### config.mk
export PLATFORM = sky130hd
export DESIGN_NAME = line_track_ctrl_flat
export DESIGN_NICKNAME = d
export VERILOG_FILES = /design/src/rtl/lab6_pkg.sv /design/src/rtl/line_track_ctrl_if.sv /design/src/rtl/track_debounce.sv /design/src/rtl/line_track_ctrl.sv /design/src/flat_wrapper.sv
export SDC_FILE = /design/constraint.sdc
export NUM_CORES = 1
export LEC_CHECK = 0
export BUFFER_PORTS_ARGS = -buffer_cell sky130_fd_sc_hd__buf_2
export CAP_MARGIN = 20
export CORE_MARGIN = 5
export CORE_UTILIZATION = 63
export CTS_CLUSTER_SIZE = 10
export DETAILED_ROUTE_END_ITERATION = 12
export PLACE_DENSITY = 0.86
export RECOVER_POWER = 25
export SLEW_MARGIN = 25
export SYNTH_ARGS = -nofsm -noshare
export SYNTH_HDL_FRONTEND = slang
export SYNTH_SLANG_ARGS = --single-unit
### constraint.sdc
create_clock -name clk -period 7.51 [get_ports clk]
set_clock_uncertainty 0.15 [all_clocks]
set_input_delay 1.8775 -clock clk [delete_from_list [all_inputs] [get_ports clk]]
set_output_delay 1.8775 -clock clk [all_outputs]
set_load 0.02 [all_outputs]
### src/rtl/lab6_pkg.sv
// Shared encodings and defaults for the line-tracking car: motor commands, controller
// states and the decode from debounced track bits to the steering state.
package lab6_pkg;

    typedef enum logic [1:0] {
        ModeStop  = 2'b00,
        ModeFwd   = 2'b01,
        ModeLeft  = 2'b10,
        ModeRight = 2'b11
    } mode_e;

    typedef enum logic [2:0] {
        StObst   = 3'd0,
        StFwd    = 3'd1,
        StLeft   = 3'd2,
        StRight  = 3'd3,
        StSearch = 3'd4,
        StLost   = 3'd5
    } state_e;

    localparam int unsigned DistW             = 20;
    localparam int unsigned DefDebounceCycles = 1000;
    localparam int unsigned DefStopCm         = 20;
    localparam int unsigned DefResumeCm       = 25;
    localparam int unsigned DefSearchCycles   = 50_000_000;

    // trk = {left, mid, right}; 1 = line under sensor
    function automatic state_e trk_state(input logic [2:0] trk);
        state_e st;
        case (trk)
            3'b010, 3'b111, 3'b101: st = StFwd;
            3'b110, 3'b100:         st = StLeft;
            3'b011, 3'b001:         st = StRight;
            default:                st = StSearch;
        endcase
        return st;
    endfunction

    function automatic mode_e state_mode(input state_e st, input mode_e last_dir);
        mode_e m;
        case (st)
            StFwd:    m = ModeFwd;
            StLeft:   m = ModeLeft;
            StRight:  m = ModeRight;
            StSearch: m = last_dir;
            default:  m = ModeStop;
        endcase
        return m;
    endfunction

endpackage

### src/rtl/line_track_ctrl_if.sv
// Sensor/motor bundle between the line-tracking controller and its environment.
interface line_track_ctrl_if;
    import lab6_pkg::*;

    logic             left_track;
    logic             mid_track;
    logic             right_track;
    logic [DistW-1:0] distance;
    mode_e            mode;
    logic             obstacle;

    modport master (
        output left_track, mid_track, right_track, distance,
        input  mode, obstacle
    );

    modport slave (
        input  left_track, mid_track, right_track, distance,
        output mode, obstacle
    );

endinterface

### src/rtl/track_debounce.sv
// Two-flop synchronizer followed by a stability debounce: the output only takes a new
// value once the synchronized input has held it for DEBOUNCE_CYCLES consecutive samples.
module track_debounce #(
    parameter int unsigned WIDTH           = 3,
    parameter int unsigned DEBOUNCE_CYCLES = lab6_pkg::DefDebounceCycles
) (
    input  logic             clk,
    input  logic             rst,
    input  logic [WIDTH-1:0] raw_i,
    output logic [WIDTH-1:0] deb_o
);

    localparam int unsigned    CntW   = $clog2(DEBOUNCE_CYCLES + 1);
    localparam logic [CntW-1:0] CntMax = CntW'(DEBOUNCE_CYCLES);

    logic [WIDTH-1:0] meta_q, sync_q, hold_q;
    logic [WIDTH-1:0] deb_q, deb_d;
    logic [CntW-1:0]  cnt_q, cnt_d;

    // cnt_d is the number of consecutive samples (including this one) equal to sync_q
    always_comb begin
        cnt_d = cnt_q;
        deb_d = deb_q;
        if (sync_q != hold_q) begin
            cnt_d = CntW'(1);
        end else if (cnt_q != CntMax) begin
            cnt_d = cnt_q + CntW'(1);
        end
        if (cnt_d == CntMax) begin
            deb_d = sync_q;
        end
    end

    always_ff @(posedge clk or negedge rst) begin
        if (!rst) begin
            meta_q <= '0;
            sync_q <= '0;
            hold_q <= '0;
            cnt_q  <= '0;
            deb_q  <= '0;
        end else begin
            meta_q <= raw_i;
            sync_q <= meta_q;
            hold_q <= sync_q;
            cnt_q  <= cnt_d;
            deb_q  <= deb_d;
        end
    end

    assign deb_o = deb_q;

endmodule

### src/rtl/line_track_ctrl.sv
// Line-tracking controller: debounced track steering, obstacle hysteresis on the sonar
// range, and a timed search for a lost line before giving up and stopping.
module line_track_ctrl
    import lab6_pkg::*;
#(
    parameter int unsigned DEBOUNCE_CYCLES = DefDebounceCycles,
    parameter int unsigned STOP_CM         = DefStopCm,
    parameter int unsigned RESUME_CM       = DefResumeCm,
    parameter int unsigned SEARCH_CYCLES   = DefSearchCycles
) (
    input  logic           clk,
    input  logic           rst,
    line_track_ctrl_if.slave bus
);

    localparam int unsigned      ScntW     = (SEARCH_CYCLES > 2) ? $clog2(SEARCH_CYCLES) : 1;
    localparam logic [ScntW-1:0] ScntLast  = ScntW'(SEARCH_CYCLES - 1);
    localparam logic [DistW-1:0] StopCmW   = DistW'(STOP_CM);
    localparam logic [DistW-1:0] ResumeCmW = DistW'(RESUME_CM);

    logic [2:0]       trk;
    logic [DistW-1:0] dist_q;
    logic             obstacle_q, obstacle_d;
    state_e           state_q, state_d;
    mode_e            mode_q, mode_d;
    mode_e            last_dir_q, last_dir_d;
    logic [ScntW-1:0] scnt_q, scnt_d;

    track_debounce #(
        .WIDTH          (3),
        .DEBOUNCE_CYCLES(DEBOUNCE_CYCLES)
    ) u_track_debounce (
        .clk  (clk),
        .rst  (rst),
        .raw_i({bus.left_track, bus.mid_track, bus.right_track}),
        .deb_o(trk)
    );

    // Hold band STOP_CM..RESUME_CM keeps the flag from chattering near the threshold
    always_comb begin
        obstacle_d = obstacle_q;
        if (dist_q < StopCmW) begin
            obstacle_d = 1'b1;
        end else if (dist_q > ResumeCmW) begin
            obstacle_d = 1'b0;
        end
    end

    always_comb begin
        state_d    = trk_state(trk);
        last_dir_d = last_dir_q;
        scnt_d     = scnt_q;

        if (obstacle_q) begin
            state_d = StObst;
        end else if (trk == 3'b000 &&
                     (state_q == StLost || (state_q == StSearch && scnt_q == ScntLast))) begin
            state_d = StLost;
        end

        if (state_d == StLeft) begin
            last_dir_d = ModeLeft;
        end else if (state_d == StRight) begin
            last_dir_d = ModeRight;
        end

        // Every fresh entry into SEARCH (including from OBST) gets the full timeout
        if (state_d == StSearch) begin
            if (state_q != StSearch) begin
                scnt_d = '0;
            end else if (scnt_q != ScntLast) begin
                scnt_d = scnt_q + ScntW'(1);
            end
        end

        mode_d = state_mode(state_d, last_dir_d);
    end

    always_ff @(posedge clk or negedge rst) begin
        if (!rst) begin
            dist_q     <= '0;
            obstacle_q <= 1'b1;
            state_q    <= StObst;
            mode_q     <= ModeStop;
            last_dir_q <= ModeLeft;
            scnt_q     <= '0;
        end else begin
            dist_q     <= bus.distance;
            obstacle_q <= obstacle_d;
            state_q    <= state_d;
            mode_q     <= mode_d;
            last_dir_q <= last_dir_d;
            scnt_q     <= scnt_d;
        end
    end

    assign bus.mode     = mode_q;
    assign bus.obstacle = obstacle_q;

endmodule

### src/flat_wrapper.sv
// flat-port wrapper written by rule: the top's interface ports become plain ports
module line_track_ctrl_flat import lab6_pkg::*;
#(
    parameter int unsigned DEBOUNCE_CYCLES = DefDebounceCycles,
    parameter int unsigned STOP_CM         = DefStopCm,
    parameter int unsigned RESUME_CM       = DefResumeCm,
    parameter int unsigned SEARCH_CYCLES   = DefSearchCycles
)
  (clk, rst, bus_left_track, bus_mid_track, bus_right_track, bus_distance, bus_mode, bus_obstacle);
  line_track_ctrl_if bus_i ();
  input  logic clk;
  input  logic rst;
  input wire logic [$bits(bus_i.left_track)-1:0] bus_left_track;
  input wire logic [$bits(bus_i.mid_track)-1:0] bus_mid_track;
  input wire logic [$bits(bus_i.right_track)-1:0] bus_right_track;
  input wire logic [$bits(bus_i.distance)-1:0] bus_distance;
  output wire logic [$bits(bus_i.mode)-1:0] bus_mode;
  output wire logic [$bits(bus_i.obstacle)-1:0] bus_obstacle;
  assign bus_i.left_track = bus_left_track;
  assign bus_i.mid_track = bus_mid_track;
  assign bus_i.right_track = bus_right_track;
  assign bus_i.distance = bus_distance;
  assign bus_mode = bus_i.mode;
  assign bus_obstacle = bus_i.obstacle;
  line_track_ctrl #(.DEBOUNCE_CYCLES(DEBOUNCE_CYCLES), .STOP_CM(STOP_CM), .RESUME_CM(RESUME_CM), .SEARCH_CYCLES(SEARCH_CYCLES)) u_core (.clk(clk), .rst(rst), .bus(bus_i));
endmodule
After elaboration in Yosys (flattened, before gate mapping). Cells that the tools add are included.

Add/sub/neg operators: 2. $mul: 0. Divide/modulo/power cells: 0. Magnitude comparators: 2. Eq/ne operators: 19. Shift operators: 0. Mux-type cells: 12. Bitwise logic cells: 0. Reduce and logical (&&, ||, !) cells: 10.

Operators with widths (count): 26-bit 2-to-1 mux (2); 26-bit by 1-bit adder with 26-bit output, second input constant (1); 26-bit == test, second input constant (1); 26-bit inequality test, second input constant (1); 3-bit == test, second input constant (7); 20-bit by 5-bit greater-than comparator with 1-bit output, second input constant (1); 20-bit by 5-bit < comparator with 1-bit output, second input constant (1); 10-bit 2-to-1 mux (2); 3-bit by 2-bit == test with 1-bit output, second input constant (4); 10-bit by 1-bit adder with 10-bit output, second input constant (1); 10-bit == test, second input constant (1); 10-bit inequality test, second input constant (1); 3-bit one-hot mux with 3 select lines (1); 2-bit one-hot mux with 4 select lines (1); 3-bit by 1-bit == test with 1-bit output, second input constant (2); 3-bit 2-to-1 mux (2); 2-bit 2-to-1 mux (2); 2-bit nonzero test (2); 2-bit OR reduction (2); 3-bit logical NOT (1); 3-bit inequality test (1); 3-bit inequality test, second input constant (1); 3-bit OR reduction (1); 1-bit logical AND (2); 3 further kinds (4).

Register bits after elaboration: 76. Bits in latches: 0. Memory bits (writable): 0. ROM bits: 0. Output and inout bits: 3. Logic and storage cells: 56. Memories: 0.

Longest topological paths before layout. Gate-level depths: netlist of the first run.

Word-level depth: 10. Depth in mapped cells: 8.

Hierarchy. Synthesis of the first run repeated with hierarchy kept, for this count alone.

Cell total of the unflattened synthesis: 315. Area, all modules: 3455.8 um2.

Modules (own cells, without submodules): line_track_ctrl (times used 1, cells each 217, area each 2359.8 um2, sequential area each 1328.8 um2); track_debounce (times used 1, cells each 98, area each 1096.1 um2, sequential area each 550.5 um2).

Worst setup path before layout of the first run. Ideal clock, no wire load.

Path kind: reg2out. From: register u_core.obstacle_q, in the netlist u_core.bus.obstacle. To: output port bus_obstacle. Arrival: 0.608 ns. Data required time: 5.483 ns. Path slack: 4.874 ns. Stages on the path, launching flop included: 1. Buffers on the path: 0. Path through: dfstp_2.

RTL lines: from (decl) (line line_track_ctrl.sv:23) `logic obstacle_q, obstacle_d;`; from (signal assigned) (line line_track_ctrl.sv:89) `obstacle_q <= obstacle_d;`; to (decl) (line flat_wrapper.sv:18) `output wire logic [$bits(bus_i.obstacle)-1:0] bus_obstacle;`.

No word-level cell between the ends.

Worst setup path in the final report of the first run.
From: register u_core.u_track_debounce.deb_q[0], in the netlist u_core.u_track_debounce.deb_o[0]. To: register u_core.scnt_q[3].

Longest elaborated chain between the ends: 7. Elaborated cells on any way between the ends: 17. Those cells by class: eq/ne (8); mux (3); reduce/logical (6).

Ends and longest elaborated chain: from (decl) (line track_debounce.sv:17) `logic [WIDTH-1:0] deb_q, deb_d;`; from (signal assigned) (line track_debounce.sv:40) `deb_q <= '0;`; from (signal assigned) (line track_debounce.sv:46) `deb_q <= deb_d;`; 3-bit by 2-bit == test with 1-bit output, or another cell as far along (line lab6_pkg.sv:30) `case (trk)`; 3-bit OR reduction or 2-bit OR reduction (tied branches) (line lab6_pkg.sv:30); 3-bit one-hot mux with 3 select lines (line lab6_pkg.sv:30); 3-bit 2-to-1 mux * (line line_track_ctrl.sv:56) `end else if (trk == 3'b000 &&`; 3-bit 2-to-1 mux * (line line_track_ctrl.sv:54) `if (obstacle_q) begin`; 3-bit == test * (line line_track_ctrl.sv:68) `if (state_d == StSearch) begin`; 2-bit AND reduction (no source line) *; to (signal assigned) (line line_track_ctrl.sv:93) `scnt_q <= scnt_d;`; to (decl) (line line_track_ctrl.sv:27) `logic [ScntW-1:0] scnt_q, scnt_d;`.

Mark *: on every way between the ends. The rest lies on a longest branch, timed or not. A chain may end at the register's enable or synchronous reset.

==> results of run 1 <==
==> stage by stage <==
stage	instance area, um^2	hold WS (ps)	setup WS, ps
floorplan	3328	181.2	4874
global placement	3538	182.1	4501
detailed placement	3538	186.4	4448
CTS	3707	204.2	4315
global route	3707	215.2	4092
finish	3707	201.7	4266
==> cell type report <==
type / count / area (um^2)
Sequential cell: 75 / 1879
Fill cell: 343 / 1400
Multi-Input combinational cell: 216 / 1396
Timing Repair Buffer: 28 / 145.1
Clock buffer: 10 / 127.6
Tap cell: 70 / 87.58
Clock inverter: 6 / 41.29
Inverter: 8 / 30.03
==> state kept, by name (all words and copies together) (netlist names) <==
name / count
u_core.scnt_q: 26
u_core.u_track_debounce.sync_q: 3
u_core.u_track_debounce.deb_o: 3
u_core.last_dir_q: 2
u_core.dist_q: 19
u_core.u_track_debounce.hold_q: 3
u_core.bus.obstacle: 1
u_core.u_track_debounce.meta_q: 3
u_core.u_track_debounce.cnt_q: 10
u_core.bus.mode: 2
u_core.state_q: 3
==> power breakdown <==
group,switching [mW],internal (mW)
Clock,0.151,0.120
Sequential,0.0231,0.425
Combinational,0.0239,0.0197
==> worst reg2reg max path, delay by kind of cell, from the launching register on <==
family,cells,cell delay (ps)
and+or+nand+nor,5,2040
adders and majority gates,1,390
DFF,1,520
buffers and inverters,1,80
==> kinds of logic (layout without fill, tap and decap cells) <==
logic type	after synthesis	in the layout
AO/OA/AOI/OAI	70	70
XOR/XNOR	11	11
multiplexers	7	7
adder cells (fa/ha/maj)	5	5
buffers and inverters	13	52
flip-flops	75	75
AND/OR/NAND/NOR	123	123
==> layout by cell type, fill, tap and decap left out, types with 2 or more instances in the layout <==
master    netlist  routed
nor3b_1         3       3
nor4_1          4       4
nand2b_1        6       6
o21ai_0        28      28
xor2_1          5       5
a31oi_1         3       3
or3_1           7       7
and2_1          5       5
nand4_2         2       2
and4_1          5       5
a21oi_1        16      16
nor4_2          2       2
nand2_1        23      23
or4_1           2       2
clkinv_2        0       3
clkbuf_8        0       9
o31ai_1        12      12
nor2_1         21      21
clkinv_4        0       2
buf_2           3      26
or3b_2          3       3
xnor2_1         6       6
ha_1            5       5
a22o_1          2       2
dfrtp_1        73      73
nor3_1          2       2
mux2_2          3       3
nand3_1        14      14
inv_1           8       8
mux2i_1         4       4
buf_4           0       2
dfstp_2         2       2
and3_1          6       6
nand4_1         6       6
==> metal layers <==
layer	up-vias	wire (um)	global-route usage [%]
met5	-	0	0
met4	0	177	13.07
met3	15	306	4.121
met2	74	3270	33.97
met1	1229	2848	29.12
li1	1177	-	-
==> path summary, 6_finish.rpt <==
kind,end,slack [ps],depth (start not counted)
setup / recovery,u_core.scnt_q[3],4270,7
hold / removal,u_core.u_track_debounce.sync_q[0],200,0
setup reg to reg,u_core.scnt_q[3],4270,7
hold reg to reg,u_core.u_track_debounce.sync_q[0],200,0
max in group asynchronous,u_core.u_track_debounce.cnt_q[3],5040,2
min in group asynchronous,u_core.u_track_debounce.cnt_q[6],1580,2
==> results.cfg, run 1 <==
[outcome]
status = completed

[synthesis]
synth-async-reset-ratio_pct = 100.0
synthCells = 304
synth_cell_types = 52
synth_edf_count = 0
synth_top_family_by_area = simple AND/OR/NAND/NOR gates
yosysMostFrequentCell = dfrtp_1
synth_top_area_cell = dfrtp_1
synth-compound-area-share_pct = 12.74
synth_top_area_share_pct = 54.89
synthMuxAreaShare_pct = 2.218
synthesis.area_mm2 = 0.003328
synth_warnings = 0
synth-simple-area-share_pct = 22.22
ys_seq_area_share_pct = 56.47
synth_common_cells = 73 x dfrtp_1, 28 x o21ai_0, 23 x nand2_1
synth_area_leaders = dfrtp_1 55%, o21ai_0 4.2%, o31ai_1 2.7%
synth-seq-cells = 75
synth_ff_type = dfrtp_1
synth_fp_nets = 334
synth_xor_area_share_pct = 2.895
avgSynthCellArea_um2 = 10.95
synth_fa_ha_area_share_pct = 1.880

[place]
portBuffers = 26
dp_hpwl_um = 4211
place.gp.congestion = 0.8421
dp.cells = 397

[pwr]
leakagePower_nw = 1.635
p_total_uw = 763.2
power_density_mw_per_mm2 = 205.9
ir_worst_vdd_uv = 157.6

[global_route]
antenna_found_initial = 0
grt_pass1_wl_um = 11220
grt_use_total_pct = 22.03
grt-ovfl-total = 0
grt_max_degree = 76
grt_pass1_vias = 2491

[timing]
finalHoldViolations = 0
relSlewSlack_pct = 39.77
maxSlewViolCount = 0
fmax_mhz = 308.2
grt_setup_unrepaired = false
finalCritPeriodShare_pct = 43.20
finalSetupViolCount = 0
fin_crit_ps = 3244
tightest_slew_ps = 903.5
finalSetupTns_ps = 0

[worst_setup_path]
worstPathArrival_ps = 3380
critPathTopFamily = simple AND/OR/NAND/NOR gates
criticalPathCategory = register to register
timing.rr.start = u_core.u_track_debounce.deb_o[0]
worst-path-max-fanout = 17
cp-start-kind = register
required_ps = 7650
cp_num_buf_inv = 1
cp_slowest_cell = or3b_2
crit_path_end_kind = register
path_cells = inv_1 > ha_1 > nand3b_4 > nor4_2 > nand3_1 > or3b_2 > nand2_1
crit_start = u_core.u_track_debounce.deb_o[0]
cpPeakStageDelay_ps = 680

[detailed_routing]
wl_per_cell_um = 15.99
drt_iter0_drc = 146
drt-pass1-iter-count = 4
vias = 2495
via_per_inst = 6.041
final_antenna_net_count = 0
routed_wl_um = 6603
drcViolationCount = 0

[layout]
antenna_cells = 0
drive_above_1_share_pct = 17.78
finalNonFillerCells = 413
syn_to_final_growth_pct = 11.39
final_util_pct = 72.59
nNetsFinal = 368

[floorplanning]
floorplan.initialDensity_pct = 65.16
io_pins = 28
die_h_um = 82.69
fp.dieArea_mm2 = 0.006837
coreArea_mm2 = 0.005107
fp.dieW_um = 82.69
rows = 26

[clock_tree]
cts-root-buf = clkbuf_8
cts_buffer_depth = 2
cts_sinks = 75
cts_setup_buffers = 0
clk_pin_slew_ps = 80
cts.repair.resized = 0
clock_latency_ps = 360
cts_tree = done
cts_buffers = 9
hold_buffers = 0
htreeDepth = 3

[hold_path]
hold_path_class = register to register
min-delay-start = u_core.u_track_debounce.meta_q[0]

[run]
cap_violations = 0
Power figures use the tool's default switching activity.
==> run 2, diff against run 1 <==
--- a/config.mk
+++ b/config.mk
@@ -8,10 +8,10 @@
 export BUFFER_PORTS_ARGS = -buffer_cell sky130_fd_sc_hd__buf_2
 export CAP_MARGIN = 20
 export CORE_MARGIN = 5
-export CORE_UTILIZATION = 63
+export CORE_UTILIZATION = 53
 export CTS_CLUSTER_SIZE = 10
 export DETAILED_ROUTE_END_ITERATION = 12
-export PLACE_DENSITY = 0.86
+export PLACE_DENSITY = 0.78
 export RECOVER_POWER = 25
 export SLEW_MARGIN = 25
 export SYNTH_ARGS = -nofsm -noshare
==> constraint.sdc (replaced) <==
create_clock -name clk -period 2.9 [get_ports clk]
set_clock_uncertainty 0.15 [all_clocks]
set_input_delay 0.725 -clock clk [delete_from_list [all_inputs] [get_ports clk]]
set_output_delay 0.725 -clock clk [all_outputs]
set_load 0.02 [all_outputs]
==> results.cfg, run 2 (same netlist as run 1, synthesis figures left out) <==
[worst_setup_path]
cp-start-kind = register
cpPeakStageDelay_ps = 450
crit_path_end_kind = register
worstPathArrival_ps = 2770
required_ps = 2990
cp_slowest_cell = dfrtp_1
criticalPathCategory = register to register
path_cells = inv_1 > ha_1 > nor4bb_1 > nand3_1 > mux2i_1 > o21ai_0 > nor4b_2 > mux2_2
worst-path-max-fanout = 7
reg2reg_slack_ps = 210

[detailed_routing]
drt_iter0_drc = 280
routed_wl_um = 6503
vias = 2486
wl_per_cell_um = 15.41
final_antenna_net_count = 0
via_per_inst = 5.891
drcViolationCount = 0
drt-pass1-iter-count = 4

[floorplanning]
coreArea_mm2 = 0.006026
fp.dieW_um = 89.25
die_h_um = 89.25
rows = 28
io_pins = 28
fp.dieArea_mm2 = 0.007965
floorplan.initialDensity_pct = 55.23

[timing]
finalHoldViolations = 0
grt_setup_unrepaired = false
finalSetupTns_ps = 0
finalSetupViolCount = 0
tightest_slew_ps = 1720
relSlewSlack_pct = -14.68
fin_ws_ps = 213.8
fin_crit_ps = 2686
fmax_mhz = 372.3
finalCritPeriodShare_pct = 92.63
maxSlewViolCount = 76
worst_hold_slack_ps = 201.4

[layout]
antenna_cells = 0
final_cell_mix = 73 x dfrtp_1, 28 x o21ai_0, 26 x buf_2
syn_to_final_growth_pct = 14.74
top_register = u_core.scnt_q
layout_commonest_cell = dfrtp_1
drive_above_1_share_pct = 19.02
largest_reg_flops = 26
n_fill_cell = 471
largestRegisters = u_core.scnt_q (26), u_core.dist_q (19), u_core.u_track_debounce.cnt_q (10)
nNetsFinal = 373

[place]
dp_slack_ps = 164.9
portBuffers = 26
dp_hpwl_um = 4181
place.gp.congestion = 0.8322

[clock_tree]
cts_tree = done
cts.repair.resized = 0
clk_pin_slew_ps = 80
hold_buffers = 0
cts_sinks = 75
htreeDepth = 3
cts_buffers = 9
cts_setup_buffers = 0
clock_latency_ps = 350
cts_buffer_depth = 2
cts-root-buf = clkbuf_8

[global_route]
grt_use_met2_pct = 30.14
grt-ovfl-total = 0
grt_use_met1_pct = 24.88
grt_pass1_wl_um = 11420
use_met3_pct = 5.069
grt_max_degree = 76
grt_pass1_vias = 2499
antenna_found_initial = 0
busiest_layer = met2
grt_use_total_pct = 18.85

[pwr]
ir_worst_vdd_uv = 638.7
power_density_mw_per_mm2 = 583.4
p_total_mw = 2.228
leakagePower_nw = 1.684

[outcome]
violations = max-capacitance violations, max-slew violations
status = finished with violations

[run]
cap_violations = 1

[hold_path]
hold_path_class = register to register
-- run 2: worst paths after layout --
kind / start / endpoint / cells past startpoint
hold / removal: u_core.u_track_debounce.meta_q[1] / u_core.u_track_debounce.sync_q[1] / 0
max in group asynchronous: rst / u_core.u_track_debounce.cnt_q[9] / 2
hold reg to reg: u_core.u_track_debounce.meta_q[1] / u_core.u_track_debounce.sync_q[1] / 0
setup / recovery: u_core.u_track_debounce.cnt_q[0] / u_core.u_track_debounce.deb_o[0] / 8
min in group asynchronous: rst / u_core.scnt_q[6] / 2
setup reg to reg: u_core.u_track_debounce.cnt_q[0] / u_core.u_track_debounce.deb_o[0] / 8
-- run 2: stage by stage --
stage / area (um^2) / utilization [%] / std cells
2_1_floorplan: 3328 / - / 304
3_3_place_gp: 3595 / 59.66 / 407
3_5_place_dp: 3595 / 59.66 / 407
4_1_cts: 3834 / 63.62 / 422
5_1_grt: 3819 / 63.37 / 422
6_report: 3819 / 63.37 / 422
-- run 2: area by class of cell --
class | count | area (um^2) | area share [%]
flip-flops and latches | 75 | 1879 | 49.21
multi-input cells | 216 | 1396 | 36.57
repair buffers | 33 | 180.2 | 4.718
clock buffers | 9 | 123.9 | 3.244
clock inverters | 6 | 115.1 | 3.014
well taps | 75 | 93.84 | 2.457
inverters | 8 | 30.03 | 0.7864
-- run 2: critical path, delay by kind of cell, from the launching register on --
family / cells / cell delay (ps)
AND/OR/NAND/NOR: 3 / 970
adder cells (fa/ha/maj): 1 / 150
buffers and inverters: 1 / 110
multiplexers: 2 / 600
flip-flops: 1 / 450
AO/OA/AOI/OAI: 1 / 140
-- run 2: metal layers --
| layer | up-vias | part of all wire, % | wire length (um) |
|---|---|---|---|
| li1 | 1189 | - | - |
| met3 | 10 | 5.7 | 373 |
| met5 | - | 0 | 0 |
| met4 | 0 | 1.7 | 110 |
| met2 | 70 | 48 | 3099 |
| met1 | 1217 | 45 | 2920 |
-- run 2: power by group --
group	switching (mW)	internal (mW)	leakage [nW]	total (mW)
clock	0.388	0.569	0.115	0.957
sequential	0.0588	1.10	0.958	1.16
combinational	0.0603	0.0520	0.610	0.112
total	0.507	1.72	1.68	2.23
==> run 3, diff against run 2 <==
--- a/config.mk
+++ b/config.mk
@@ -5,10 +5,11 @@
 export SDC_FILE = /design/constraint.sdc
 export NUM_CORES = 1
 export LEC_CHECK = 0
+export ABC_AREA = 1
 export BUFFER_PORTS_ARGS = -buffer_cell sky130_fd_sc_hd__buf_2
 export CAP_MARGIN = 20
 export CORE_MARGIN = 5
-export CORE_UTILIZATION = 53
+export CORE_UTILIZATION = 54
 export CTS_CLUSTER_SIZE = 10
 export DETAILED_ROUTE_END_ITERATION = 12
 export PLACE_DENSITY = 0.78
==> results.cfg, run 3 <==
[pwr]
power_density_mw_per_mm2 = 505.9
leakagePower_nw = 2.090
p_total_mw = 2.196
ir_worst_vdd_uv = 359.6

[place]
portBuffers = 26
placedInstanceArea_mm2 = 0.004118
dp.cells = 611
place.gp.congestion = 0.9177
dp_slack_ps = 493.7
dp_hpwl_um = 5519

[global_route]
grt_max_degree = 76
grt_pass1_wl_um = 13790
grt_use_total_pct = 19.58
antenna_found_initial = 0
grt-ovfl-total = 0
grt_pass1_vias = 3088

[clock_tree]
cts_buffer_depth = 2
cts.repair.resized = 0
cts_setup_buffers = 0
clk_pin_slew_ps = 90
cts_buffers = 9
hold_buffers = 0
cts_tree = done
clock_latency_ps = 360
htreeDepth = 3
cts-root-buf = clkbuf_8
cts_sinks = 75

[synthesis]
synth_top_area_cell = dfrtp_1
ys_seq_area_share_pct = 47.99
synthCells = 493
yosysMostFrequentCell = nand2_1
synth_cell_types = 36
synth_fp_nets = 523
synth-seq-cells = 75
synth_edf_count = 0
synth_common_cells = 146 x nand2_1, 84 x nor2_1, 73 x dfrtp_1
synth-async-reset-ratio_pct = 100.0
synth_area_leaders = dfrtp_1 47%, nand2_1 14%, nor2_1 8.1%
avgSynthCellArea_um2 = 7.944
synth_warnings = 0
synth_ff_type = dfrtp_1
synthesis.area_mm2 = 0.003916
synth_top_area_share_pct = 46.65

[layout]
nNetsFinal = 554
antenna_cells = 0
drive_above_1_share_pct = 13.23
largestRegisters = u_core.scnt_q (26), u_core.dist_q (19), u_core.u_track_debounce.cnt_q (10)
layout_commonest_cell = nand2_1
final_area_mm2 = 0.004342
largest_reg_flops = 26
n_fill_cell = 620
top_register = u_core.scnt_q
finalNonFillerCells = 628
final_util_pct = 60.51
syn_to_final_growth_pct = 10.86
final_cell_mix = 146 x nand2_1, 84 x nor2_1, 73 x dfrtp_1

[timing]
finalCritPeriodShare_pct = 84.66
finalSetupTns_ps = 0
grt_setup_unrepaired = false
fin_ws_ps = 444.9
finalSetupViolCount = 0
fin_crit_ps = 2455
maxSlewViolCount = 32
fmax_mhz = 407.3
relSlewSlack_pct = -9.065
finalHoldViolations = 0
tightest_slew_ps = 1636
worst_hold_slack_ps = 204.3

[worst_setup_path]
crit_path_end_kind = register
criticalPathCategory = register to register
path_cells = ha_1 > nand2_2 > nor2_4 > nand2_1 > nor2_2 > nand2_4 > nand2_4 > nand2_4 > a21oi_4 > nand3_4 > nand2_1 > nand2_1
worst-path-max-fanout = 26
worstPathArrival_ps = 2540
required_ps = 2990
cpPeakStageDelay_ps = 480
crit_start = u_core.scnt_q[0]
rr_worst_depth = 12
cp_slowest_cell = dfrtp_1
cp_num_buf_inv = 0
reg2reg_slack_ps = 440
cp-start-kind = register
cp.depth = 12
critPathTopFamily = simple AND/OR/NAND/NOR gates
timing.rr.start = u_core.scnt_q[0]

[detailed_routing]
final_antenna_net_count = 0
drt-pass1-iter-count = 4
drcViolationCount = 0
via_per_inst = 5.068
vias = 3183
wl_per_cell_um = 12.31
routed_wl_um = 7731
drt_iter0_drc = 182

[floorplanning]
floorplan.initialDensity_pct = 54.58
coreArea_mm2 = 0.007176
io_pins = 28
fp.dieW_um = 95.16
rows = 31
die_h_um = 95.16
fp.dieArea_mm2 = 0.009055

[hold_path]
hold_path_class = register to register
min-delay-start = u_core.u_track_debounce.meta_q[2]
hold_depth = 0

[outcome]
status = finished with violations
violations = max-capacitance violations, max-slew violations

[run]
cap_violations = 1
-- run 3: cell count changes after synthesis, sizes merged, moves of 5 or more --
cell,before,now
and3,6,0
and4,5,0
nor2,21,93
inv,8,43
nor3,3,17
or3,7,0
xor2,5,14
nand3,14,45
nand2b,6,0
nand2,24,156
o21ai,28,6
o31ai,12,0
a21oi,16,3
-- run 3: layout make-up --
class,instances,area [um^2],area share [%]
clock inverters,7,83.83,1.931
repair buffers,28,156.4,3.602
inverters,44,165.2,3.804
clock buffers,9,123.9,2.853
multi-input cells,366,1809,41.67
well taps,99,123.9,2.853
flip-flops and latches,75,1879,43.29
-- run 3: routing by layer --
layer,wire length (um),up-vias,GRT usage (%)
li1,-,1614,-
met1,3444,1467,25.73
met2,3639,86,30.96
met3,495,16,4.657
met4,152,0,8.413
met5,0,-,0
-- run 3: final timing paths --
path | endpoint
min in group asynchronous | u_core.u_track_debounce.cnt_q[3]
min | u_core.u_track_debounce.sync_q[2]
min reg2reg | u_core.u_track_debounce.sync_q[2]
max reg2reg | u_core.scnt_q[20]
max in group asynchronous | u_core.last_dir_q[1]
max | u_core.scnt_q[20]
-- run 3: cells by family (layout without fill, tap and decap cells) --
| family | Yosys count | count (layout) | synth area share, % |
|---|---|---|---|
| buf+inv | 52 | 88 | 5.814 |
| xor+xnor | 23 | 23 | 5.144 |
| flops | 75 | 75 | 47.99 |
| fa+ha+maj | 5 | 5 | 1.597 |
| compound gates | 11 | 11 | 1.821 |
| simple gates | 327 | 327 | 37.64 |
-- run 3: power by group --
group | internal [mW] | total (mW) | switching, mW
sequential | 1.10 | 1.16 | 0.0561
clock | 0.412 | 0.842 | 0.430
combinational | 0.0781 | 0.197 | 0.119
